<file path="src/rtl/mio_bus_arbiter_if.sv">
// Bus bundle shared by the CPU requester, the debug/DMA requester,
// the single-port data memory and the arbiter that sits between them.
interface mio_bus_arbiter_if #(
    parameter int AW = 32,
    parameter int DW = 32
);
    // requester 0 (CPU)
    logic          req0;
    logic          we0;
    logic [AW-1:0] addr0;
    logic [DW-1:0] wdata0;
    logic          rdy0;
    logic [DW-1:0] rdata0;
    // requester 1 (debug/DMA)
    logic          req1;
    logic          we1;
    logic [AW-1:0] addr1;
    logic [DW-1:0] wdata1;
    logic          rdy1;
    logic [DW-1:0] rdata1;
    // memory side
    logic          mem_en;
    logic          mem_we;
    logic [AW-1:0] mem_addr;
    logic [DW-1:0] mem_wdata;
    logic [DW-1:0] mem_rdata;
    // status
    logic [1:0]    grant;
    logic          busy;

    // arbiter view
    modport slave (
        input  req0, we0, addr0, wdata0,
        input  req1, we1, addr1, wdata1,
        input  mem_rdata,
        output rdy0, rdata0, rdy1, rdata1,
        output mem_en, mem_we, mem_addr, mem_wdata,
        output grant, busy
    );

    // requester/memory view
    modport master (
        output req0, we0, addr0, wdata0,
        output req1, we1, addr1, wdata1,
        output mem_rdata,
        input  rdy0, rdata0, rdy1, rdata1,
        input  mem_en, mem_we, mem_addr, mem_wdata,
        input  grant, busy
    );
endinterface

</file>
<file path="src/rtl/mio_bus_arbiter.sv">
// Two-requester round-robin arbiter for the SCPU data memory port.
// Requester 0 is the CPU (its rdy drives MIO_ready), requester 1 the
// debug/DMA loader. An access holds the memory for MEM_LAT+1 cycles,
// then pulses the owner's rdy for one cycle in RESP. RESP never samples
// requests, so an owner that drops req on rdy is not granted again.
module mio_bus_arbiter #(
    parameter int MEM_LAT = 1,
    parameter int AW      = 32,
    parameter int DW      = 32
) (
    input  logic             clk,
    input  logic             rst,
    mio_bus_arbiter_if.slave bus
);

    typedef enum logic [1:0] {
        ST_IDLE   = 2'd0,
        ST_ACCESS = 2'd1,
        ST_RESP   = 2'd2
    } state_t;

    localparam logic [3:0] LAT_C = 4'(MEM_LAT);

    state_t        state_r, state_s;
    logic          last_grant_r, last_grant_s;  // 1: requester 1 owned last
    logic [3:0]    cnt_r, cnt_s;
    logic          mem_en_r, mem_en_s;
    logic          mem_we_r, mem_we_s;
    logic [AW-1:0] mem_addr_r, mem_addr_s;
    logic [DW-1:0] mem_wdata_r, mem_wdata_s;
    logic [1:0]    grant_r, grant_s;
    logic          busy_r, busy_s;
    logic          rdy0_r, rdy0_s;
    logic          rdy1_r, rdy1_s;
    logic [DW-1:0] rdata0_r, rdata0_s;
    logic [DW-1:0] rdata1_r, rdata1_s;
    logic          pick1_s;

    // Next-state and next-output logic; every output is computed here and registered below.
    always_comb begin
        state_s      = state_r;
        last_grant_s = last_grant_r;
        cnt_s        = cnt_r;
        mem_en_s     = mem_en_r;
        mem_we_s     = mem_we_r;
        mem_addr_s   = mem_addr_r;
        mem_wdata_s  = mem_wdata_r;
        grant_s      = grant_r;
        busy_s       = busy_r;
        rdy0_s       = 1'b0;
        rdy1_s       = 1'b0;
        rdata0_s     = rdata0_r;
        rdata1_s     = rdata1_r;
        pick1_s      = 1'b0;

        case (state_r)
            ST_IDLE: begin
                // on a tie the requester that did not own the memory last wins
                if (bus.req0 && bus.req1) begin
                    pick1_s = ~last_grant_r;
                end else if (bus.req1) begin
                    pick1_s = 1'b1;
                end else begin
                    pick1_s = 1'b0;
                end

                if (bus.req0 || bus.req1) begin
                    state_s      = ST_ACCESS;
                    last_grant_s = pick1_s;
                    cnt_s        = 4'd0;
                    mem_en_s     = 1'b1;
                    busy_s       = 1'b1;
                    grant_s      = pick1_s ? 2'b10 : 2'b01;
                    mem_we_s     = pick1_s ? bus.we1    : bus.we0;
                    mem_addr_s   = pick1_s ? bus.addr1  : bus.addr0;
                    mem_wdata_s  = pick1_s ? bus.wdata1 : bus.wdata0;
                end else begin
                    state_s = ST_IDLE;
                end
            end

            ST_ACCESS: begin
                cnt_s = cnt_r + 4'd1;
                if (cnt_r == LAT_C) begin
                    state_s  = ST_RESP;
                    mem_en_s = 1'b0;
                    mem_we_s = 1'b0;
                    if (grant_r[1]) begin
                        rdy1_s   = 1'b1;
                        rdata1_s = bus.mem_rdata;
                    end else begin
                        rdy0_s   = 1'b1;
                        rdata0_s = bus.mem_rdata;
                    end
                end else begin
                    state_s = ST_ACCESS;
                end
            end

            ST_RESP: begin
                state_s = ST_IDLE;
                grant_s = 2'b00;
                busy_s  = 1'b0;
            end

            default: begin
                state_s  = ST_IDLE;
                grant_s  = 2'b00;
                busy_s   = 1'b0;
                mem_en_s = 1'b0;
                mem_we_s = 1'b0;
            end
        endcase
    end

    // State and output registers with synchronous reset; reset aborts any access in flight.
    always_ff @(posedge clk) begin
        if (rst) begin
            state_r      <= ST_IDLE;
            last_grant_r <= 1'b1;
            cnt_r        <= 4'd0;
            mem_en_r     <= 1'b0;
            mem_we_r     <= 1'b0;
            mem_addr_r   <= {AW{1'b0}};
            mem_wdata_r  <= {DW{1'b0}};
            grant_r      <= 2'b00;
            busy_r       <= 1'b0;
            rdy0_r       <= 1'b0;
            rdy1_r       <= 1'b0;
            rdata0_r     <= {DW{1'b0}};
            rdata1_r     <= {DW{1'b0}};
        end else begin
            state_r      <= state_s;
            last_grant_r <= last_grant_s;
            cnt_r        <= cnt_s;
            mem_en_r     <= mem_en_s;
            mem_we_r     <= mem_we_s;
            mem_addr_r   <= mem_addr_s;
            mem_wdata_r  <= mem_wdata_s;
            grant_r      <= grant_s;
            busy_r       <= busy_s;
            rdy0_r       <= rdy0_s;
            rdy1_r       <= rdy1_s;
            rdata0_r     <= rdata0_s;
            rdata1_r     <= rdata1_s;
        end
    end

    assign bus.rdy0      = rdy0_r;
    assign bus.rdata0    = rdata0_r;
    assign bus.rdy1      = rdy1_r;
    assign bus.rdata1    = rdata1_r;
    assign bus.mem_en    = mem_en_r;
    assign bus.mem_we    = mem_we_r;
    assign bus.mem_addr  = mem_addr_r;
    assign bus.mem_wdata = mem_wdata_r;
    assign bus.grant     = grant_r;
    assign bus.busy      = busy_r;

endmodule
</file>
<file path="src/flat_wrapper.sv">
// flat-port wrapper written by rule: the top's interface ports become plain ports
module mio_bus_arbiter_flat 
#(
    parameter int MEM_LAT = 1,
    parameter int AW      = 32,
    parameter int DW      = 32
)
  (clk, rst, bus_req0, bus_we0, bus_addr0, bus_wdata0, bus_req1, bus_we1, bus_addr1, bus_wdata1, bus_mem_rdata, bus_rdy0, bus_rdata0, bus_rdy1, bus_rdata1, bus_mem_en, bus_mem_we, bus_mem_addr, bus_mem_wdata, bus_grant, bus_busy);
  mio_bus_arbiter_if #(.AW(AW), .DW(DW)) bus_i ();
  input  logic clk;
  input  logic rst;
  input wire logic [$bits(bus_i.req0)-1:0] bus_req0;
  input wire logic [$bits(bus_i.we0)-1:0] bus_we0;
  input wire logic [$bits(bus_i.addr0)-1:0] bus_addr0;
  input wire logic [$bits(bus_i.wdata0)-1:0] bus_wdata0;
  input wire logic [$bits(bus_i.req1)-1:0] bus_req1;
  input wire logic [$bits(bus_i.we1)-1:0] bus_we1;
  input wire logic [$bits(bus_i.addr1)-1:0] bus_addr1;
  input wire logic [$bits(bus_i.wdata1)-1:0] bus_wdata1;
  input wire logic [$bits(bus_i.mem_rdata)-1:0] bus_mem_rdata;
  output wire logic [$bits(bus_i.rdy0)-1:0] bus_rdy0;
  output wire logic [$bits(bus_i.rdata0)-1:0] bus_rdata0;
  output wire logic [$bits(bus_i.rdy1)-1:0] bus_rdy1;
  output wire logic [$bits(bus_i.rdata1)-1:0] bus_rdata1;
  output wire logic [$bits(bus_i.mem_en)-1:0] bus_mem_en;
  output wire logic [$bits(bus_i.mem_we)-1:0] bus_mem_we;
  output wire logic [$bits(bus_i.mem_addr)-1:0] bus_mem_addr;
  output wire logic [$bits(bus_i.mem_wdata)-1:0] bus_mem_wdata;
  output wire logic [$bits(bus_i.grant)-1:0] bus_grant;
  output wire logic [$bits(bus_i.busy)-1:0] bus_busy;
  assign bus_i.req0 = bus_req0;
  assign bus_i.we0 = bus_we0;
  assign bus_i.addr0 = bus_addr0;
  assign bus_i.wdata0 = bus_wdata0;
  assign bus_i.req1 = bus_req1;
  assign bus_i.we1 = bus_we1;
  assign bus_i.addr1 = bus_addr1;
  assign bus_i.wdata1 = bus_wdata1;
  assign bus_i.mem_rdata = bus_mem_rdata;
  assign bus_rdy0 = bus_i.rdy0;
  assign bus_rdata0 = bus_i.rdata0;
  assign bus_rdy1 = bus_i.rdy1;
  assign bus_rdata1 = bus_i.rdata1;
  assign bus_mem_en = bus_i.mem_en;
  assign bus_mem_we = bus_i.mem_we;
  assign bus_mem_addr = bus_i.mem_addr;
  assign bus_mem_wdata = bus_i.mem_wdata;
  assign bus_grant = bus_i.grant;
  assign bus_busy = bus_i.busy;
  mio_bus_arbiter #(.MEM_LAT(MEM_LAT), .AW(AW), .DW(DW)) u_core (.clk(clk), .rst(rst), .bus(bus_i));
endmodule
</file>
<file path="config.mk">
export PLATFORM = sky130hd
export DESIGN_NAME = mio_bus_arbiter_flat
export DESIGN_NICKNAME = d
export VERILOG_FILES = /design/src/rtl/mio_bus_arbiter_if.sv /design/src/rtl/mio_bus_arbiter.sv /design/src/flat_wrapper.sv
export SDC_FILE = /design/constraint.sdc
export NUM_CORES = 1
export LEC_CHECK = 0
export CAP_MARGIN = 20
export CELL_PAD_IN_SITES_DETAIL_PLACEMENT = 0
export CELL_PAD_IN_SITES_GLOBAL_PLACEMENT = 1
export CORE_MARGIN = 1.5
export CORE_UTILIZATION = 29
export DETAILED_ROUTE_END_ITERATION = 12
export PLACE_DENSITY_LB_ADDON = 0.1
export SYNTH_ARGS = -nofsm -noshare
export SYNTH_HDL_FRONTEND = slang
export SYNTH_SLANG_ARGS = --single-unit
</file>
<file path="constraint.sdc">
create_clock -name clk -period 2.14 [get_ports clk]
set_input_delay 0.428 -clock clk [delete_from_list [all_inputs] [get_ports clk]]
set_output_delay 0.428 -clock clk [all_outputs]
set_load 0.005 [all_outputs]
</file>
==> metrics, run 1 <==
RSZ-0062 raised after global routing=false; Netlist cell types=40; top cell type's share of synthesized area=0.462; initial core utilization=0.294; fin crit share=0.862; Yosys top cell by area=dfxtp_1; slew of the pin with the lowest slew margin=0.487 ns; HP Class=in -> reg; Syn Area/Cell=8.99 um^2; most frequent cells in the layout=clkdlybuf4s50_1, dfxtp_1, nand2_1; clk root buf=clkbuf_16; Routed WL=20100 um; Worst Hold Path EP=u_core.bus.rdy1$_SDFF_PP0_; Static Leak=slightly below 4 nW; final worst setup slack=0.295 ns; most common cell after layout, fill and taps aside=clkdlybuf4s50_1; Mapped Cells=684; Vias=6040; Num CTS Buffers=17; Num Clock Sinks=142; routability-driven placement congestion ratio=0.803; Setup Skew=between 0.01 and 0.015 ns; peak fanout along the critical path=5; CP Class=reg -> out; Cells after DPL=1220; Layout fillers=1987; core area=0.0209 mm^2; syn nets=between 800 and 900; Total Nets Final=~1100; hold_ws=0.430 ns; Ports=301; CTS clk-pin slew, worst paths=0.06 ns; first-pass GRT wire length=slightly above 30000 um; vias in the first global route=about 6000; hold buffer count at cts=0; Post-DRT Antenna Nets=0; Critical Path RT=1.71 ns; Clk Latency, worst-skew pair=between 0.4 and 0.5 ns; setup repair bufs after CTS=0; critical path, cell by cell=clkdlybuf4s50_1; vias per inst=4.82; R2R Setup Slk=0.51 ns; worst hold start=rst; crit path buf inv count=1; wire length per cell=16.1 um; fmax=0.542 GHz; Worst Path Arrival=1.42 ns; Total GRT Usage=0.176; Place WS=0.110 ns; fin cells=1252; antenna diode count=0; Max Slew Vio Count=0; row cnt=53; Final Critical Period=1.85 ns; worst rel slew slack=0.675; Max stage delay on crit path=0.57 ns; DRT Pass-1 Iters=4; Ys Warns=0; Synth Register Bits=142; Die ar.=0.0221 mm^2; Max-cap violations=0; chip width=roughly 150 um; Synth async-reset ratio=0; initial antenna violation count=0; Crit. End Element=primary output; Final Hold Viols=0; synth top area cells=dfxtp_1, mux2i_1, nand2b_1; CP delay by family, top=buffers and inverters; Final Setup Violations=0; H-tree levels=4; DRC=0; Die H=149 um; VDD IR max=483 uV; Setup TNS=0 ns; status=complete, no violations; register area=0.00284 mm^2; Post-CTS Resized=0; global route total overflow=0; pin count of the biggest net entering global routing=65; DRT iter0 DRCs=225; HPWL Detailed=approximately 14000 um; Clock Path Buffers=2; mapped cell area=0.00615 mm^2; sequential-to-total area share from yosys stat=0.462; crit start category=flop; FF-to-FF path depth=5; pwr/cell area=~750 mW/mm^2; Main synth FF type=dfxtp_1; layout cells sized above 1=0.0665; Post-synth EDFFs=0; PortBufs=300; Hold Path Depth=2; area grow syn2layout=65.0%; CTS tree=built; Reg-to-Reg Start=u_core.cnt_r[0]$_SDFFE_PP0P_; multi-input logic area=0.00301 mm^2; Slowest-stage cell, CP=clkdlybuf4s50_1; Tot Pwr=around 7.6 mW; R2R Path End=u_core.bus.rdata0[26]$_SDFFE_PP0P_
## layer usage
layer  wire [um]  vias to the layer above  track usage
met1        8320                     2842        0.202
li1            -                     2958            -
met4         181                        0       0.0475
met2        9670                      225        0.301
met5           0                        -            0
met3        1930                       15       0.0724
## layout make-up
cell class / count / area share
repair buffers: 325 / 0.327
inverters: 3 / 0.00111
clock buffers: 19 / 0.0427
flip-flops and latches: 142 / 0.280
clock inverters: 13 / 0.0186
well taps: 275 / 0.0339
multi-input cells: 475 / 0.297
## synthesized netlist by cell type, types with 3 or more instances
master,instances
a311oi_1,64
a21oi_1,69
buf_6,3
dfxtp_1,142
nand3_1,3
nand2_1,130
clkbuf_1,39
nor2b_1,3
nor3_1,6
mux2i_1,64
inv_1,3
buf_4,8
o21ai_0,4
nand2b_1,99
buf_2,14
nor2_1,5
## worst reg2reg max path, delay by kind of cell, from the launching register on
kind	cells	cell delay (ns)
DFF	1	0.40
muxes	1	0.16
and+or+nand+nor	2	0.48
adders and majority gates	1	0.25
buffers and inverters	1	0.22
## through the flow
stage	cell area, um^2	util
2_1_floorplan	6150	-
3_3_place_gp	9530	0.456
3_5_place_dp	9530	0.456
4_1_cts	10100	0.486
5_1_grt	10100	0.486
6_report	10100	0.486
## worst max path at each step
stage / start / end / slack (ns) / cells past startpoint
final: u_core.bus.grant[1]$_SDFFE_PP0P_ / bus_grant[1] / 0.29 / 1
after CTS: u_core.bus.grant[1]$_SDFFE_PP0P_ / bus_grant[1] / 0.27 / 1
after global placement: bus_req0 / u_core.bus.mem_addr[0]$_SDFFE_PP0P_ / 0.16 / 5
after floorplan: bus_req0 / u_core.bus.mem_wdata[10]$_SDFFE_PP0P_ / 0.61 / 6
after global routing: u_core.bus.grant[1]$_SDFFE_PP0P_ / bus_grant[1] / 0.23 / 1
after detailed placement: bus_req0 / u_core.bus.mem_wdata[15]$_SDFFE_PP0P_ / 0.11 / 5
## sequential cells by signal (all words and copies together) (netlist names)
signal,count
u_core.state_r,2
u_core.bus.busy,1
u_core.bus.mem_en,1
u_core.bus.rdy0,1
u_core.bus.grant,2
u_core.cnt_r,4
u_core.bus.mem_addr,32
u_core.bus.rdata1,32
u_core.last_grant_r,1
u_core.bus.rdy1,1
u_core.bus.mem_wdata,32
u_core.bus.mem_we,1
u_core.bus.rdata0,32
## cell families after synthesis
family,synth area share
AND/OR/NAND/NOR,0.211
AO/OA/AOI/OAI,0.166
flip-flops,0.462
buffers and inverters,0.0523
multiplexers,0.104
adder cells (fa/ha/maj),0.00407
## power breakdown
group,switching (mW),total [mW],leakage [nW],internal [mW]
Sequential,0.114,2.95,1.16,2.84
Combinational,0.604,1.48,2.41,0.874
Clock,1.19,3.14,0.286,1.96
Total,1.91,7.57,3.85,5.67
Note: power is estimated with default switching activity, not from simulation.
==> inputs of run 2 (changes only) <==
CTS_CLUSTER_DIAMETER = 200   (was unset)
CTS_CLUSTER_SIZE = 8   (was unset)
==> results of run 2 <==
No change in the layout: final DEF, timing and power equal those of run 1.
==> inputs of run 3 (changes only) <==
CORE_UTILIZATION = 31   (was 29)
clock period = 2.4 ns   (was 2.14 ns; I/O delays follow)
==> run 3 against run 2 <==
- wire length increased by 1.1%
- hold slack improved by 0.045 ns
- final area decreased by 1.4%
- clock skew about the same
- via count decreased by 0.53%
- non-clock buffer count decreased by 10
- critical endpoint unchanged
- largest cell class unchanged
==> metrics, run 3 (synthesis results as in run 1) <==
Max stage delay on crit path=0.57 ns (about the same); row cnt=51 (-3.8%); Num CTS Buffers=17 (unchanged); chip width=144 um (-3.2%); antenna diode count=0 (unchanged); routability-driven placement congestion ratio=0.755 (-5.9%); clk root buf=clkbuf_16; Internal=4.96 mW (-13%); pin count of the biggest net entering global routing=73 (+12%); Combinational Power Share=0.194 (about the same); first-pass GRT wire length=30700 um (+0.20%); Hold Path Depth=2 (unchanged); Ports=301 (unchanged); Die ar.=0.0207 mm^2 (-6.3%); HPWL Detailed=13800 um (-3.4%); Total GRT Usage=0.193 (+0.0166); Max Slew Vio Count=0 (unchanged); core area=0.0195 mm^2 (-6.8%); DRC=0 (unchanged); critical path, cell by cell=clkdlybuf4s50_1; Tot Pwr=6.66 mW (-12%); status=complete, no violations; vias in the first global route=6020 (+1.4%); final worst setup slack=0.521 ns (+0.226 ns); Post-DRT Antenna Nets=0 (unchanged); setup repair bufs after CTS=0 (unchanged); worst hold start=u_core.bus.rdata0[16]$_SDFFE_PP0P_; Worst Hold Path EP=u_core.bus.rdata0[16]$_SDFFE_PP0P_; pwr/cell area=666 mW/mm^2 (-11%); Num Clock Sinks=142 (unchanged); Static Leak=3.79 nW (-1.8%); wire length per cell=16.5 um (+2.7%); clock group share of total power=0.411 (-0.004); sw frac=0.256 (+0.00420); most common cell after layout, fill and taps aside=clkdlybuf4s50_1; PortBufs=300 (unchanged); Clk Latency, worst-skew pair=0.42 ns (about the same); CTS tree=built; RSZ-0062 raised after global routing=false; CP delay by family, top=buffers and inverters; fmax=0.532 GHz; initial core utilization=0.316 (+0.0216); CP Launch Point=u_core.bus.grant[1]$_SDFFE_PP0P_; Critical Path RT=1.92 ns (+0.21 ns); Max-cap violations=0 (unchanged); Post-CTS Resized=0 (unchanged); Final Hold Viols=0 (unchanged); peak fanout along the critical path=5 (unchanged); Clock Path Buffers=2 (unchanged); slew of the pin with the lowest slew margin=0.866 ns (+0.379 ns); CTS clk-pin slew, worst paths=0.06 ns (about the same); Die H=144 um (-3.2%); Setup Skew=0.0103 ns (+0.000254 ns); register area=0.00284 mm^2 (unchanged); DRT iter0 DRCs=191 (-15%); Worst Path Arrival=1.40 ns (-0.02 ns); worst rel slew slack=0.423 (-0.252); Final Setup Violations=0 (unchanged); Place WS=0.173 ns (+0.0633 ns); crit path buf inv count=1 (unchanged); most frequent cells in the layout=clkdlybuf4s50_1, dfxtp_1, nand2_1; Layout fillers=1827 (-8.1%); R2R Path End=u_core.bus.rdata0[17]$_SDFFE_PP0P_; DRT Pass-1 Iters=4 (unchanged); Final Critical Period=1.88 ns; Reg power frac=0.394 (+0.004); layout cells sized above 1=0.0569 (-0.00965); Slowest-stage cell, CP=clkdlybuf4s50_1; Crit. End Element=primary output; Reg-to-Reg Start=u_core.cnt_r[0]$_SDFFE_PP0P_; fin crit share=0.783; area grow syn2layout=62.7%; vias per inst=4.88 (+1.1%); Routed WL=20300 um (+1.1%); multi-input logic area=0.00301 mm^2 (unchanged); Switch Pwr=1.71 mW (-11%); HP Class=reg -> reg; FF-to-FF path depth=4 (-1); hold buffer count at cts=0 (unchanged); Vias=6008 (-0.53%); H-tree levels=4 (unchanged); global route total overflow=0 (unchanged); CP Class=reg -> out; VDD IR max=467 uV (-3.2%); Setup TNS=0 ns (unchanged); R2R Setup Slk=0.54 ns (+0.03 ns); initial antenna violation count=1 (+1); crit start category=flop; Total Nets Final=1122 (-0.88%)
run 3: cell types whose count changed in the layout (fill, tap and decap cells not counted), sizes merged:
cell and change:
buf -10, clkinv -2, inv +2, bufinv -1, clkbuf +1
run 3: through the flow:
step / util / hold WS, ns / area, um^2 / cells
final: 0.514 / 0.475 / 10000 / 1232
after global routing: 0.514 / 0.496 / 10000 / 1232
after CTS: 0.514 / 0.477 / 10000 / 1232
after detailed placement: 0.483 / 0.466 / 9400 / 1200
after global placement: 0.483 / 0.459 / 9400 / 1200
after floorplan: - / 0.465 / 6150 / 684
run 3: per-layer routing:
metal	routed length, um	GRT usage	up-vias
met3	1630	0.0700	29
li1	-	-	2936
met4	382	0.0747	0
met1	8120	0.210	2835
met2	10200	0.339	208
met5	0	0	-
run 3: how the worst max path moves through the flow:
| stage | to | slack, ns | depth (start not counted) |
|---|---|---|---|
| finish | bus_grant[1] | 0.52 | 1 |
| global placement | u_core.bus.mem_wdata[4]$_SDFFE_PP0P_ | 0.24 | 5 |
| CTS | bus_grant[1] | 0.48 | 1 |
| detailed placement | u_core.bus.mem_addr[8]$_SDFFE_PP0P_ | 0.17 | 5 |
| floorplan | u_core.bus.mem_wdata[10]$_SDFFE_PP0P_ | 0.82 | 6 |
| global route | u_core.bus.rdata0[17]$_SDFFE_PP0P_ | 0.39 | 4 |
run 3: power groups by stage:
stage | clock network (mW) | registers (mW) | logic (mW)
after CTS | 2.81 | 2.63 | 1.31
after detailed placement | 0 | 2.68 | 1.31
after floorplan | 0 | 2.68 | 0.527
final | 2.74 | 2.63 | 1.29
after global routing | 2.89 | 2.65 | 1.40
after global placement | 0 | 2.67 | 1.29
run 3: final cells by class:
cell class / count / share of cell area
Timing Repair Buffer: 315 / 0.320
Tap cell: 265 / 0.0331
Multi-Input combinational cell: 475 / 0.301
Clock buffer: 20 / 0.0446
Sequential cell: 142 / 0.284
Inverter: 3 / 0.00113
Clock inverter: 12 / 0.0159
